**config.mk**
```make
export PLATFORM = sky130hd
export DESIGN_NAME = mips_multicycle_ctrl
export DESIGN_NICKNAME = d
export VERILOG_FILES = /design/src/rtl/mips_defs_pkg.sv /design/src/rtl/alu_funct_decoder.sv /design/src/rtl/mips_multicycle_ctrl.sv
export SDC_FILE = /design/constraint.sdc
export NUM_CORES = 1
export LEC_CHECK = 0
export CORE_ASPECT_RATIO = 1.4
export CORE_UTILIZATION = 45
export CTS_CLUSTER_SIZE = 30
export DETAILED_ROUTE_END_ITERATION = 10
export PLACE_DENSITY = 0.78
export SLEW_MARGIN = 0
export SYNTH_ARGS = -nofsm -noshare
export SYNTH_HDL_FRONTEND = slang
export SYNTH_SLANG_ARGS = --single-unit
```
**constraint.sdc**
```tcl
create_clock -name clock_i -period 4.8 [get_ports clock_i]
set_input_delay 0.72 -clock clock_i [delete_from_list [all_inputs] [get_ports clock_i]]
set_output_delay 0.72 -clock clock_i [all_outputs]
set_load 0.005 [all_outputs]
```
**src/rtl/mips_defs_pkg.sv**
```systemverilog
// Shared definitions for the multicycle MIPS controller: opcode/funct
// constants, ALU operation codes, datapath mux encodings and the 4-bit
// state encoding used by the main control FSM.
package mips_defs_pkg;

    // Opcodes (instr[31:26])
    localparam logic [5:0] OP_RTYPE = 6'h00;
    localparam logic [5:0] OP_J     = 6'h02;
    localparam logic [5:0] OP_BEQ   = 6'h04;
    localparam logic [5:0] OP_ADDI  = 6'h08;
    localparam logic [5:0] OP_LW    = 6'h23;
    localparam logic [5:0] OP_SW    = 6'h2B;

    // R-type funct codes (instr[5:0])
    localparam logic [5:0] FN_ADD = 6'h20;
    localparam logic [5:0] FN_SUB = 6'h22;
    localparam logic [5:0] FN_AND = 6'h24;
    localparam logic [5:0] FN_OR  = 6'h25;
    localparam logic [5:0] FN_NOR = 6'h27;
    localparam logic [5:0] FN_SLT = 6'h2A;

    // ALU operation codes
    localparam logic [3:0] ALU_AND = 4'b0000;
    localparam logic [3:0] ALU_OR  = 4'b0001;
    localparam logic [3:0] ALU_ADD = 4'b0010;
    localparam logic [3:0] ALU_SUB = 4'b0110;
    localparam logic [3:0] ALU_SLT = 4'b0111;
    localparam logic [3:0] ALU_NOR = 4'b1100;

    // ALU operand B select
    localparam logic [1:0] SRCB_REGB    = 2'b00;
    localparam logic [1:0] SRCB_FOUR    = 2'b01;
    localparam logic [1:0] SRCB_IMM     = 2'b10;
    localparam logic [1:0] SRCB_IMM_SH2 = 2'b11;

    // PC source select
    localparam logic [1:0] PCSRC_ALU    = 2'b00;
    localparam logic [1:0] PCSRC_ALUOUT = 2'b01;
    localparam logic [1:0] PCSRC_JUMP   = 2'b10;

    // State encoding
    localparam logic [3:0] ST_IDLE      = 4'd0;
    localparam logic [3:0] ST_FETCH     = 4'd1;
    localparam logic [3:0] ST_DECODE    = 4'd2;
    localparam logic [3:0] ST_MEM_ADDR  = 4'd3;
    localparam logic [3:0] ST_MEM_READ  = 4'd4;
    localparam logic [3:0] ST_MEM_WB    = 4'd5;
    localparam logic [3:0] ST_MEM_WRITE = 4'd6;
    localparam logic [3:0] ST_EXECUTE   = 4'd7;
    localparam logic [3:0] ST_R_WB      = 4'd8;
    localparam logic [3:0] ST_BRANCH    = 4'd9;
    localparam logic [3:0] ST_JUMP      = 4'd10;
    localparam logic [3:0] ST_ADDI_EXEC = 4'd11;
    localparam logic [3:0] ST_ADDI_WB   = 4'd12;

    typedef enum logic [3:0] {
        S_IDLE      = ST_IDLE,
        S_FETCH     = ST_FETCH,
        S_DECODE    = ST_DECODE,
        S_MEM_ADDR  = ST_MEM_ADDR,
        S_MEM_READ  = ST_MEM_READ,
        S_MEM_WB    = ST_MEM_WB,
        S_MEM_WRITE = ST_MEM_WRITE,
        S_EXECUTE   = ST_EXECUTE,
        S_R_WB      = ST_R_WB,
        S_BRANCH    = ST_BRANCH,
        S_JUMP      = ST_JUMP,
        S_ADDI_EXEC = ST_ADDI_EXEC,
        S_ADDI_WB   = ST_ADDI_WB
    } state_e;

endpackage

```
**src/rtl/alu_funct_decoder.sv**
```systemverilog
// Combinational R-type funct decoder.
// Ports:
//   funct_i        6  instr[5:0]
//   alu_op_o       4  ALU operation for the funct (ADD when not legal)
//   funct_legal_o  1  funct is one of the supported R-type operations
module alu_funct_decoder
    import mips_defs_pkg::*;
(
    input  logic [5:0] funct_i,
    output logic [3:0] alu_op_o,
    output logic       funct_legal_o
);

    always_comb begin
        alu_op_o      = ALU_ADD;
        funct_legal_o = 1'b1;
        case (funct_i)
            FN_ADD:  alu_op_o = ALU_ADD;
            FN_SUB:  alu_op_o = ALU_SUB;
            FN_AND:  alu_op_o = ALU_AND;
            FN_OR:   alu_op_o = ALU_OR;
            FN_NOR:  alu_op_o = ALU_NOR;
            FN_SLT:  alu_op_o = ALU_SLT;
            default: funct_legal_o = 1'b0;
        endcase
    end

endmodule

```
**src/rtl/mips_multicycle_ctrl.sv**
```systemverilog
// Main control FSM for the multicycle MIPS datapath. One state per cycle;
// outputs are a Moore decode of the state except pc_en (FETCH, BRANCH) and
// illegal_op (DECODE), which also look at inputs.
//
// state      | meaning
// IDLE       | post-reset, outputs quiet, go to FETCH
// FETCH      | read instruction at PC, PC+4; waits on mem_ready
// DECODE     | compute branch target, dispatch on opcode/funct
// MEM_ADDR   | regA + sign-ext imm for lw/sw
// MEM_READ   | data read at ALUOut; waits on mem_ready
// MEM_WB     | write MDR into rt
// MEM_WRITE  | data write at ALUOut; waits on mem_ready
// EXECUTE    | R-type ALU op from funct
// R_WB       | write ALUOut into rd
// BRANCH     | beq compare (SUB), load PC from ALUOut if zero
// JUMP       | load PC with jump target
// ADDI_EXEC  | regA + sign-ext imm
// ADDI_WB    | write ALUOut into rt
//
// Ports:
//   clock_i, reset_n_i           clock, async active-low reset
//   opcode_i, funct_i            instruction fields from the IR
//   zero_i                       ALU zero flag
//   mem_ready_i                  memory completes access this cycle
//   pc_en_o .. alu_operation_o   datapath enables and mux selects
//   illegal_op_o                 unsupported instruction seen in DECODE
//   instr_count_o                instructions fetched since reset (wraps)
module mips_multicycle_ctrl
    import mips_defs_pkg::*;
#(
    parameter int COUNT_WIDTH = 32
) (
    input  logic                   clock_i,
    input  logic                   reset_n_i,
    input  logic [5:0]             opcode_i,
    input  logic [5:0]             funct_i,
    input  logic                   zero_i,
    input  logic                   mem_ready_i,
    output logic                   pc_en_o,
    output logic                   ir_write_o,
    output logic                   mem_read_o,
    output logic                   mem_write_o,
    output logic                   i_or_d_o,
    output logic                   reg_write_o,
    output logic                   reg_dst_o,
    output logic                   mem_to_reg_o,
    output logic                   alu_src_a_o,
    output logic [1:0]             alu_src_b_o,
    output logic [1:0]             pc_source_o,
    output logic [3:0]             alu_operation_o,
    output logic                   illegal_op_o,
    output logic [COUNT_WIDTH-1:0] instr_count_o
);

    state_e                 state_q, state_d;
    logic [COUNT_WIDTH-1:0] count_q, count_d;
    logic [3:0]             funct_alu_op;
    logic                   funct_legal;

    alu_funct_decoder u_funct_dec (
        .funct_i      (funct_i),
        .alu_op_o     (funct_alu_op),
        .funct_legal_o(funct_legal)
    );

    always_ff @(posedge clock_i or negedge reset_n_i) begin
        if (!reset_n_i) begin
            state_q <= S_IDLE;
            count_q <= '0;
        end else begin
            state_q <= state_d;
            count_q <= count_d;
        end
    end

    assign instr_count_o = count_q;

    always_comb begin
        state_d         = S_IDLE;
        count_d         = count_q;
        pc_en_o         = 1'b0;
        ir_write_o      = 1'b0;
        mem_read_o      = 1'b0;
        mem_write_o     = 1'b0;
        i_or_d_o        = 1'b0;
        reg_write_o     = 1'b0;
        reg_dst_o       = 1'b0;
        mem_to_reg_o    = 1'b0;
        alu_src_a_o     = 1'b0;
        alu_src_b_o     = SRCB_REGB;
        pc_source_o     = PCSRC_ALU;
        alu_operation_o = ALU_AND;
        illegal_op_o    = 1'b0;

        case (state_q)
            S_IDLE: state_d = S_FETCH;

            S_FETCH: begin
                mem_read_o      = 1'b1;
                alu_src_b_o     = SRCB_FOUR;
                alu_operation_o = ALU_ADD;
                pc_source_o     = PCSRC_ALU;
                if (mem_ready_i) begin
                    pc_en_o    = 1'b1;
                    ir_write_o = 1'b1;
                    count_d    = count_q + COUNT_WIDTH'(1);
                    state_d    = S_DECODE;
                end else begin
                    state_d = S_FETCH;
                end
            end

            S_DECODE: begin
                alu_src_b_o     = SRCB_IMM_SH2;
                alu_operation_o = ALU_ADD;
                case (opcode_i)
                    OP_LW, OP_SW: state_d = S_MEM_ADDR;
                    OP_BEQ:       state_d = S_BRANCH;
                    OP_J:         state_d = S_JUMP;
                    OP_ADDI:      state_d = S_ADDI_EXEC;
                    OP_RTYPE: begin
                        if (funct_legal) begin
                            state_d = S_EXECUTE;
                        end else begin
                            illegal_op_o = 1'b1;
                            state_d      = S_FETCH;
                        end
                    end
                    default: begin
                        illegal_op_o = 1'b1;
                        state_d      = S_FETCH;
                    end
                endcase
            end

            S_MEM_ADDR: begin
                alu_src_a_o     = 1'b1;
                alu_src_b_o     = SRCB_IMM;
                alu_operation_o = ALU_ADD;
                state_d         = (opcode_i == OP_SW) ? S_MEM_WRITE : S_MEM_READ;
            end

            S_MEM_READ: begin
                mem_read_o = 1'b1;
                i_or_d_o   = 1'b1;
                state_d    = mem_ready_i ? S_MEM_WB : S_MEM_READ;
            end

            S_MEM_WB: begin
                reg_write_o  = 1'b1;
                mem_to_reg_o = 1'b1;
                state_d      = S_FETCH;
            end

            S_MEM_WRITE: begin
                mem_write_o = 1'b1;
                i_or_d_o    = 1'b1;
                state_d     = mem_ready_i ? S_FETCH : S_MEM_WRITE;
            end

            S_EXECUTE: begin
                alu_src_a_o     = 1'b1;
                alu_src_b_o     = SRCB_REGB;
                alu_operation_o = funct_alu_op;
                state_d         = S_R_WB;
            end

            S_R_WB: begin
                reg_write_o = 1'b1;
                reg_dst_o   = 1'b1;
                state_d     = S_FETCH;
            end

            S_BRANCH: begin
                alu_src_a_o     = 1'b1;
                alu_src_b_o     = SRCB_REGB;
                alu_operation_o = ALU_SUB;
                pc_source_o     = PCSRC_ALUOUT;
                pc_en_o         = zero_i;
                state_d         = S_FETCH;
            end

            S_JUMP: begin
                pc_source_o = PCSRC_JUMP;
                pc_en_o     = 1'b1;
                state_d     = S_FETCH;
            end

            S_ADDI_EXEC: begin
                alu_src_a_o     = 1'b1;
                alu_src_b_o     = SRCB_IMM;
                alu_operation_o = ALU_ADD;
                state_d         = S_ADDI_WB;
            end

            S_ADDI_WB: begin
                reg_write_o = 1'b1;
                state_d     = S_FETCH;
            end

            // Unused encodings fall back to IDLE.
            default: state_d = S_IDLE;
        endcase
    end

endmodule

```
### Word level (Yosys, flattened, before mapping)

Cells that the tools add are included.

* bits in registers: 36
* word-level logic and storage cells: 64
* output and inout port bits: 50

* reductions and logical operators: 13
* equal/unequal tests: 23
* add/subtract/negate cells: 1
* mux-type cells: 25

Operators with widths (number)
* $eq 6x6->1 const B: 8
* $pmux 4 s5: 2
* $add 32x1->32 const B: 1
* $pmux 4 s8: 1
* $eq 4x4->1 const B: 5
* $eq 4x3->1 const B: 4
* $mux 1: 13
* $pmux 4 s3: 1
* $reduce_or 6->1: 2
* $eq 4x2->1 const B: 2
* $reduce_or 2->1: 4
* $reduce_or 4->1: 2
* $eq 6x2->1 const B: 1
* $eq 6x3->1 const B: 1
* $eq 6x4->1 const B: 1
* $logic_not 6->1: 1
* $mux 3: 2
* $pmux 2 s3: 1
* $reduce_or 5->1: 1
* $eq 4x1->1 const B: 1
* $logic_not 4->1: 1
* $mux 2: 2
* $pmux 2 s2: 1
* $pmux 1 s3: 1
* 3 further kinds: 3

### Logic depth before layout (Yosys ltp)

Gate-level depths: netlist of the first run.

* depth in word-level cells: 6
* depth in mapped cells: 5
* depth with buffers taken out: 4

### Modules after synthesis

From an unflattened synthesis of the first run, not the netlist that was laid out.

* cell total of the unflattened synthesis: 231
* area total of the unflattened synthesis: 2230.9 um^2

Modules (own cells, without submodules)
* mips_multicycle_ctrl: seq. area each 900.9 um^2, area an instance 2112.0 um^2, cells each 217, instances 1
* alu_funct_decoder: seq. area each 0.0 um^2, area an instance 118.9 um^2, cells each 14, instances 1

### Worst setup path after synthesis of the first run

OpenSTA, ideal clock, no wires.

* path type: input to output
* from: in opcode_i[0]
* to: out illegal_op_o
* data required time: 4.080 ns
* buffers on the path: 0
* slack: 2.539 ns
* data arrival time: 1.541 ns
* stages: 4
* cell sequence: or2_2 -> nor4_1 -> nand3_1 -> and3_1

* cells in the longest elaborated chain, start to end: 4
* elaborated cells on any way between the ends: 9
* classes of those cells: 5 x eq/ne; 2 x mux; 2 x reduce/logical

RTL lines
* start: declaration: line mips_multicycle_ctrl.sv:35 `input logic [5:0] opcode_i,`
* $eq 6x6->1 (tied with other cells): line mips_multicycle_ctrl.sv:116 `case (opcode_i)`
* $reduce_or 5->1 (no line)
* $pmux 1 s2 (*): line mips_multicycle_ctrl.sv:116
* $mux 1 (*): line mips_multicycle_ctrl.sv:95 `case (state_q)`
* end: declaration: line mips_multicycle_ctrl.sv:51 `output logic illegal_op_o,`

Mark *: on every way between the ends. The rest lies on a longest branch, timed or not.

### Worst setup path in the final report of the first run

* from: in mem_ready_i
* to: out ir_write_o

* cells in the longest elaborated chain, start to end: 2

RTL lines
* start: declaration: line mips_multicycle_ctrl.sv:38 `input logic mem_ready_i,`
* $mux 1: line mips_multicycle_ctrl.sv:103 `if (mem_ready_i) begin`
* $mux 1: line mips_multicycle_ctrl.sv:95
* end: declaration: line mips_multicycle_ctrl.sv:40 `output logic ir_write_o,`

No other way between the ends.

==> impl_metrics.tcl, run 1 <==
set metrics [dict create \
    regArea_sq_um 901 \
    power_leakage_nw 1.24 \
    cts_buffers 5 \
    start_util 0.467 \
    fin_crit_ns 3.29 \
    gr-usage-all-layers 0.214 \
    ant_nets 0 \
    rrSetupSlack_ns 2.45 \
    final_cell_mix "clkdlybuf4s50_1 (65), dfrtp_1 (36), nor2_1 (20)" \
    cts.sinks 36 \
    fin_crit_sh 0.685 \
    syn_nets 245 \
    fp.dieH_um 82.9 \
    maxSlewHeadroom 0.478 \
    worst_slew_pin_slew_ns 0.776 \
    place_congestion 0.940 \
    cts_resized 0 \
    final_common_cell "clkdlybuf4s50_1" \
    ys.warnings.count 0 \
    dieArea_sq_um 4950 \
    ctsLongestPathBuffers 2 \
    p_per_area_nw_per_um2 403 \
    crit_type "in2out" \
    dr.pass1.iters 4 \
    setup_tns_ns 0 \
    fin_nets 308 \
    grt_pass1_vias 1848 \
    status "complete, no violations" \
    synth_edf_count 0 \
    grt_pass1_wl_um 8340 \
    grt_overflow 0 \
    synthCells 228 \
    synth-main-ff-cell "dfrtp_1" \
    avgSynthCellArea_sq_um 9.22 \
    seq_area_frac_synth 0.429 \
    p_clk_frac 0.311 \
    vias_per_cell 5.48 \
    rsz0062_at_grt "no" \
    vias 1940 \
    p_int_uw 830 \
    swShare 0.302 \
    final_hold_viol_count 0 \
    area_growth_pct 40.4 \
    critPathLaunchType "input port" \
    cp_common_cell "clkdlybuf4s50_1" \
    power.share.sequential 0.354 \
    synthArstFlopShare 1.00 \
    route.detailed.drc 0 \
    dp_hpwl_um 3710 \
    cts_tree "built" \
    cp-end-kind "primary output" \
    max_freq_ghz 0.304 \
    cp.required_ns 4.08 \
    cp_max_fo 7 \
    yosysUniqueCellTypes 41 \
    cts_hold_buf 0 \
    cp_num_buf_inv 3 \
    critPathMaxStageDelay_ns 0.62 \
    cts_setup_buffers 0 \
    clock-root-buffer "clkbuf_8" \
    setup_viol 0 \
    skew_ns 0.00593 \
    core_sq_um 4500 \
    clkLatencyLatePin_ns 0.29 \
    grt_max_degree 37 \
    crit_chain "clkdlybuf4s50_1 -> inv_1 -> nor3_1 -> clkdlybuf4s50_1" \
    cpMaxStageDelayCell "clkdlybuf4s50_1" \
    finalPower_mw 1.19 \
    min_path_type "reg2reg" \
    switching_power_uw 360 \
    drt_iter0_markers 56 \
    wirelength_um 5010 \
    vdd_ir_drop_max_v 0.000240 \
    portBuffers 65 \
    clkTransAtPathRegs_ns 0.07 \
    cap_violations 0 \
    arrival_ns 2.57 \
    fill_cells 379 \
    drv_slew 0 \
    syn-cell-area_sq_um 2100 \
    htree_num_levels 2 \
    comb_power_share 0.335 \
    multi_input_area_sq_um 1110 \
    synth_seq_cells 36 \
    crit_family "buffers and inverters" \
    die_w_um 59.8 \
    post_drt_wl_per_cell_um 14.1 \
    num_rows 29 \
    io_pins 66 \
    n_antenna_cell 0 \
    post-route-util 0.656 \
    antenna_found_initial 0 \
    drive_gt1_frac 0.0651 \
]
layout make-up:
| type | count | share of cell area |
|---|---|---|
| flip-flops and latches | 36 | 0.305 |
| clock inverters | 3 | 0.0305 |
| clock buffers | 5 | 0.0233 |
| inverters | 11 | 0.0140 |
| multi-input cells | 171 | 0.378 |
| repair buffers | 66 | 0.223 |
| well taps | 62 | 0.0263 |
final timing paths:
| kind | start | endpoint | cells past startpoint |
|---|---|---|---|
| max in group asynchronous | reset_n_i | instr_count_o[15]$_DFFE_PN0P_ | 2 |
| setup / recovery | mem_ready_i | ir_write_o | 4 |
| setup reg to reg | state_q[1]$_DFF_PN0_ | instr_count_o[31]$_DFFE_PN0P_ | 4 |
| hold / removal | instr_count_o[31]$_DFFE_PN0P_ | instr_count_o[31]$_DFFE_PN0P_ | 1 |
| min in group asynchronous | reset_n_i | instr_count_o[28]$_DFFE_PN0P_ | 2 |
| hold reg to reg | instr_count_o[31]$_DFFE_PN0P_ | instr_count_o[31]$_DFFE_PN0P_ | 1 |
layer usage:
layer,up-vias,global-route usage,part of all wire
li1,937,-,-
met1,920,0.253,0.40
met2,72,0.371,0.54
met3,11,0.0405,0.044
met4,0,0.0803,0.019
met5,-,0,0
power groups by stage:
| stage | clock [mW] | sequential (mW) | combinational (mW) |
|---|---|---|---|
| final | 0.370 | 0.422 | 0.399 |
| after global placement | 0 | 0.424 | 0.394 |
| after CTS | 0.374 | 0.420 | 0.399 |
| after floorplan | 0 | 0.382 | 0.227 |
| after detailed placement | 0 | 0.425 | 0.397 |
| after global routing | 0.388 | 0.432 | 0.434 |
worst reg2reg max path: stages (launching register included):
cell and delay [ns]:
dfrtp_1 0.57, or3_1 0.46, or4_1 0.69, nor4_2 0.39, xor2_1 0.17
flip-flops by register name (all words and copies together), names as in the netlist:
name,flops
instr_count_o,32
state_q,4
stage by stage:
stage | area [sq um] | hold WS, ns | worst slack (ns) | std cells
4_1_cts | 2950 | 0.475 | 1.50 | 354
5_1_grt | 2950 | 0.494 | 1.34 | 354
3_5_place_dp | 2790 | 0.460 | 1.51 | 346
3_3_place_gp | 2790 | 0.456 | 1.54 | 346
2_1_floorplan | 2100 | 0.424 | 2.54 | 228
6_report | 2950 | 0.465 | 1.51 | 354
synth_stat cells, drive strengths merged (2+ instances only):
library cell | number | area (sq um)
dfrtp | 36 | 901
nor2 | 20 | 75.1
xor2 | 18 | 158
nor3 | 15 | 75.1
xnor2 | 15 | 131
nor4 | 14 | 113
nand2 | 13 | 48.8
nand3 | 12 | 60.1
inv | 11 | 41.3
clkbuf | 8 | 30.0
nand4 | 7 | 43.8
o21ai | 7 | 35.0
nand2b | 6 | 37.5
and3 | 5 | 31.3
or3 | 4 | 25.0
a21oi | 3 | 15.0
or2 | 3 | 18.8
a211oi | 2 | 15.0
and4 | 2 | 17.5
buf | 2 | 15.0
mux2 | 2 | 22.5
nor2b | 2 | 12.5
o21a | 2 | 15.0
o22ai | 2 | 12.5
o31a | 2 | 17.5
or4 | 2 | 15.0
kinds of logic after synthesis:
kind of cell / count (synthesis) / synth area share
mux: 3 / 0.0155
flops: 36 / 0.429
xor+xnor: 33 / 0.138
compound gates: 25 / 0.0815
fa+ha+maj: 1 / 0.00595
simple gates: 109 / 0.290
buf+inv: 21 / 0.0411
Note: power is estimated with default switching activity, not from simulation.
==> run 2, diff against run 1 <==
--- a/config.mk
+++ b/config.mk
@@ -6,10 +6,10 @@
 export NUM_CORES = 1
 export LEC_CHECK = 0
 export CORE_ASPECT_RATIO = 1.4
-export CORE_UTILIZATION = 45
+export CORE_UTILIZATION = 42
 export CTS_CLUSTER_SIZE = 30
 export DETAILED_ROUTE_END_ITERATION = 10
-export PLACE_DENSITY = 0.78
+export PLACE_DENSITY = 0.76
 export SLEW_MARGIN = 0
 export SYNTH_ARGS = -nofsm -noshare
 export SYNTH_HDL_FRONTEND = slang
==> constraint.sdc (replaced) <==
create_clock -name clock_i -period 2.95 [get_ports clock_i]
set_input_delay 0.4425 -clock clock_i [delete_from_list [all_inputs] [get_ports clock_i]]
set_output_delay 0.4425 -clock clock_i [all_outputs]
set_load 0.005 [all_outputs]
==> run 2 against run 1 <==
  * First-iteration DRC count increased by 91%
  * Combinational power increased by 62%
  * Routed wire length decreased by 2.9%
  * Clock skew about the same
  * Global-route usage decreased by 1.4 points
  * Sequential power increased by 61%
  * Sequential share of layout area increased by 0.51 points
  * Hold slack improved by 0.014 ns
  * Die area increased by 6.9%
  * Core utilization decreased by 5.7 points
  * Via count increased by 0.72%
  * Critical endpoint is now illegal_op_o
==> impl_metrics.tcl, run 2 (synthesis gave the netlist of run 1 again) <==
set metrics [dict create \
    maxSlewHeadroom 0.565 \
    dieArea_sq_um 5300 \
    hold_end "instr_count_o[31]$_DFFE_PN0P_" \
    cts_setup_buffers 0 \
    antenna_found_initial 0 \
    cts_tree "built" \
    worst_slew_pin_slew_ns 0.647 \
    grt_pass1_vias 1897 \
    rsz0062_at_grt "no" \
    setup_viol 0 \
    cp_max_fo 3 \
    cts_buffers 5 \
    r2r.worst_path.cells 4 \
    power.share.sequential 0.403 \
    grt_max_degree 37 \
    post_drt_wl_per_cell_um 13.6 \
    io_pins 66 \
    clkLatencyLatePin_ns 0.29 \
    core_sq_um 4840 \
    cp.required_ns 2.51 \
    cts.sinks 36 \
    wirelength_um 4860 \
    min_path_type "reg2reg" \
    p_int_mw 1.12 \
    grt_overflow 0 \
    p_per_area_nw_per_um2 581 \
    n_antenna_cell 0 \
    vdd_ir_drop_max_v 0.000300 \
    clock-root-buffer "clkbuf_8" \
    fin_crit_ns 2.71 \
    cap_violations 0 \
    portBuffers 65 \
    fin_nets 310 \
    dp_hpwl_um 3550 \
    r2r_end "instr_count_o[25]$_DFFE_PN0P_" \
    r2r_start "state_q[1]$_DFF_PN0_" \
    hold_depth 1 \
    power_leakage_nw 1.22 \
    arrival_ns 2.27 \
    vias_per_cell 5.46 \
    setup_tns_ns 0 \
    gr-usage-all-layers 0.201 \
    dr.pass1.iters 5 \
    final_cell_mix "clkdlybuf4s50_1 (65), dfrtp_1 (36), nor2_1 (20)" \
    drt_iter0_markers 107 \
    drv_slew 0 \
    grt_pass1_wl_um 8140 \
    htree_num_levels 2 \
    finalPower_mw 1.69 \
    place_congestion 0.885 \
    fp.dieH_um 85.7 \
    status "complete, no violations" \
    num_rows 30 \
    start_util 0.434 \
    cp-end-kind "primary output" \
    ctsLongestPathBuffers 2 \
    fin_crit_sh 0.920 \
    final_common_cell "clkdlybuf4s50_1" \
    switching_power_uw 566 \
    cts_resized 0 \
    route.detailed.drc 0 \
    hold_path_startpoint "instr_count_o[31]$_DFFE_PN0P_" \
    max_freq_ghz 0.369 \
    area_growth_pct 38.1 \
    comb_power_share 0.383 \
    drive_gt1_frac 0.0714 \
    swShare 0.336 \
    p_clk_frac 0.214 \
    final_hold_viol_count 0 \
    skew_ns 0.00617 \
    largest_register_ffs 32 \
    crit_type "in2out" \
    cts_hold_buf 0 \
    vias 1954 \
    critPathLaunchType "input port" \
    die_w_um 61.8 \
    ant_nets 0 \
    rrSetupSlack_ns 0.60 \
    clkTransAtPathRegs_ns 0.07 \
    fill_cells 416 \
]
[run 2: changes by cell type in the layout (fill, tap and decap cells not counted), sizes merged]
cell and delta:
buf +2, clkinv +2, bufinv -3, clkbuf +1
[run 2: how the worst max path moves through the flow]
stage / from / to / slack, ns / cells past startpoint
6_report: opcode_i[0] / illegal_op_o / 0.24 / 6
5_1_grt: opcode_i[0] / illegal_op_o / 0.11 / 6
4_1_cts: opcode_i[0] / illegal_op_o / 0.23 / 6
3_5_place_dp: opcode_i[0] / illegal_op_o / 0.25 / 6
3_3_place_gp: funct_i[1] / illegal_op_o / 0.29 / 6
2_1_floorplan: state_q[1]$_DFF_PN0_ / instr_count_o[31]$_DFFE_PN0P_ / 1.02 / 5
[run 2: metrics by stage]
stage	setup WS [ns]	utilization	std cells	instance area [sq um]	hold WS [ns]
final	0.237	0.599	358	2900	0.479
after global routing	0.107	0.599	358	2900	0.504
after CTS	0.230	0.599	358	2900	0.493
after detailed placement	0.246	0.580	350	2810	0.482
after global placement	0.288	0.580	350	2810	0.456
after floorplan	1.02	-	228	2100	0.147
[run 2: metal layers]
layer | share of wire | GRT usage | wire [um] | vias up
met2 | 0.54 | 0.347 | 2620 | 63
met1 | 0.40 | 0.233 | 1960 | 934
met3 | 0.036 | 0.0392 | 177 | 10
li1 | - | - | - | 947
met5 | 0 | 0 | 0 | -
met4 | 0.022 | 0.0848 | 106 | 0
[run 2: power groups by stage]
stage / Sequential [mW] / Clock (mW) / Combinational [mW]
after detailed placement: 0.687 / 0 / 0.649
after global placement: 0.690 / 0 / 0.645
after floorplan: 0.622 / 0 / 0.369
after global routing: 0.699 / 0.389 / 0.714
after CTS: 0.679 / 0.366 / 0.651
final: 0.680 / 0.360 / 0.645
[run 2: worst max-delay path, cell delays in order]
cell	delay, ns
clkdlybuf4s50_1	0.41
or2_2	0.31
nor4_1	0.32
nand3_1	0.17
and3_1	0.18
clkdlybuf4s50_1	0.44
[run 2: area by class of cell]
| class | instances | area, sq um | share of cell area |
|---|---|---|---|
| well taps | 64 | 80.1 | 0.0276 |
| multi-input cells | 171 | 1110 | 0.384 |
| inverters | 11 | 41.3 | 0.0142 |
| repair buffers | 68 | 673 | 0.232 |
| flip-flops and latches | 36 | 901 | 0.310 |
| clock buffers | 6 | 82.6 | 0.0284 |
| clock inverters | 2 | 10.0 | 0.00345 |
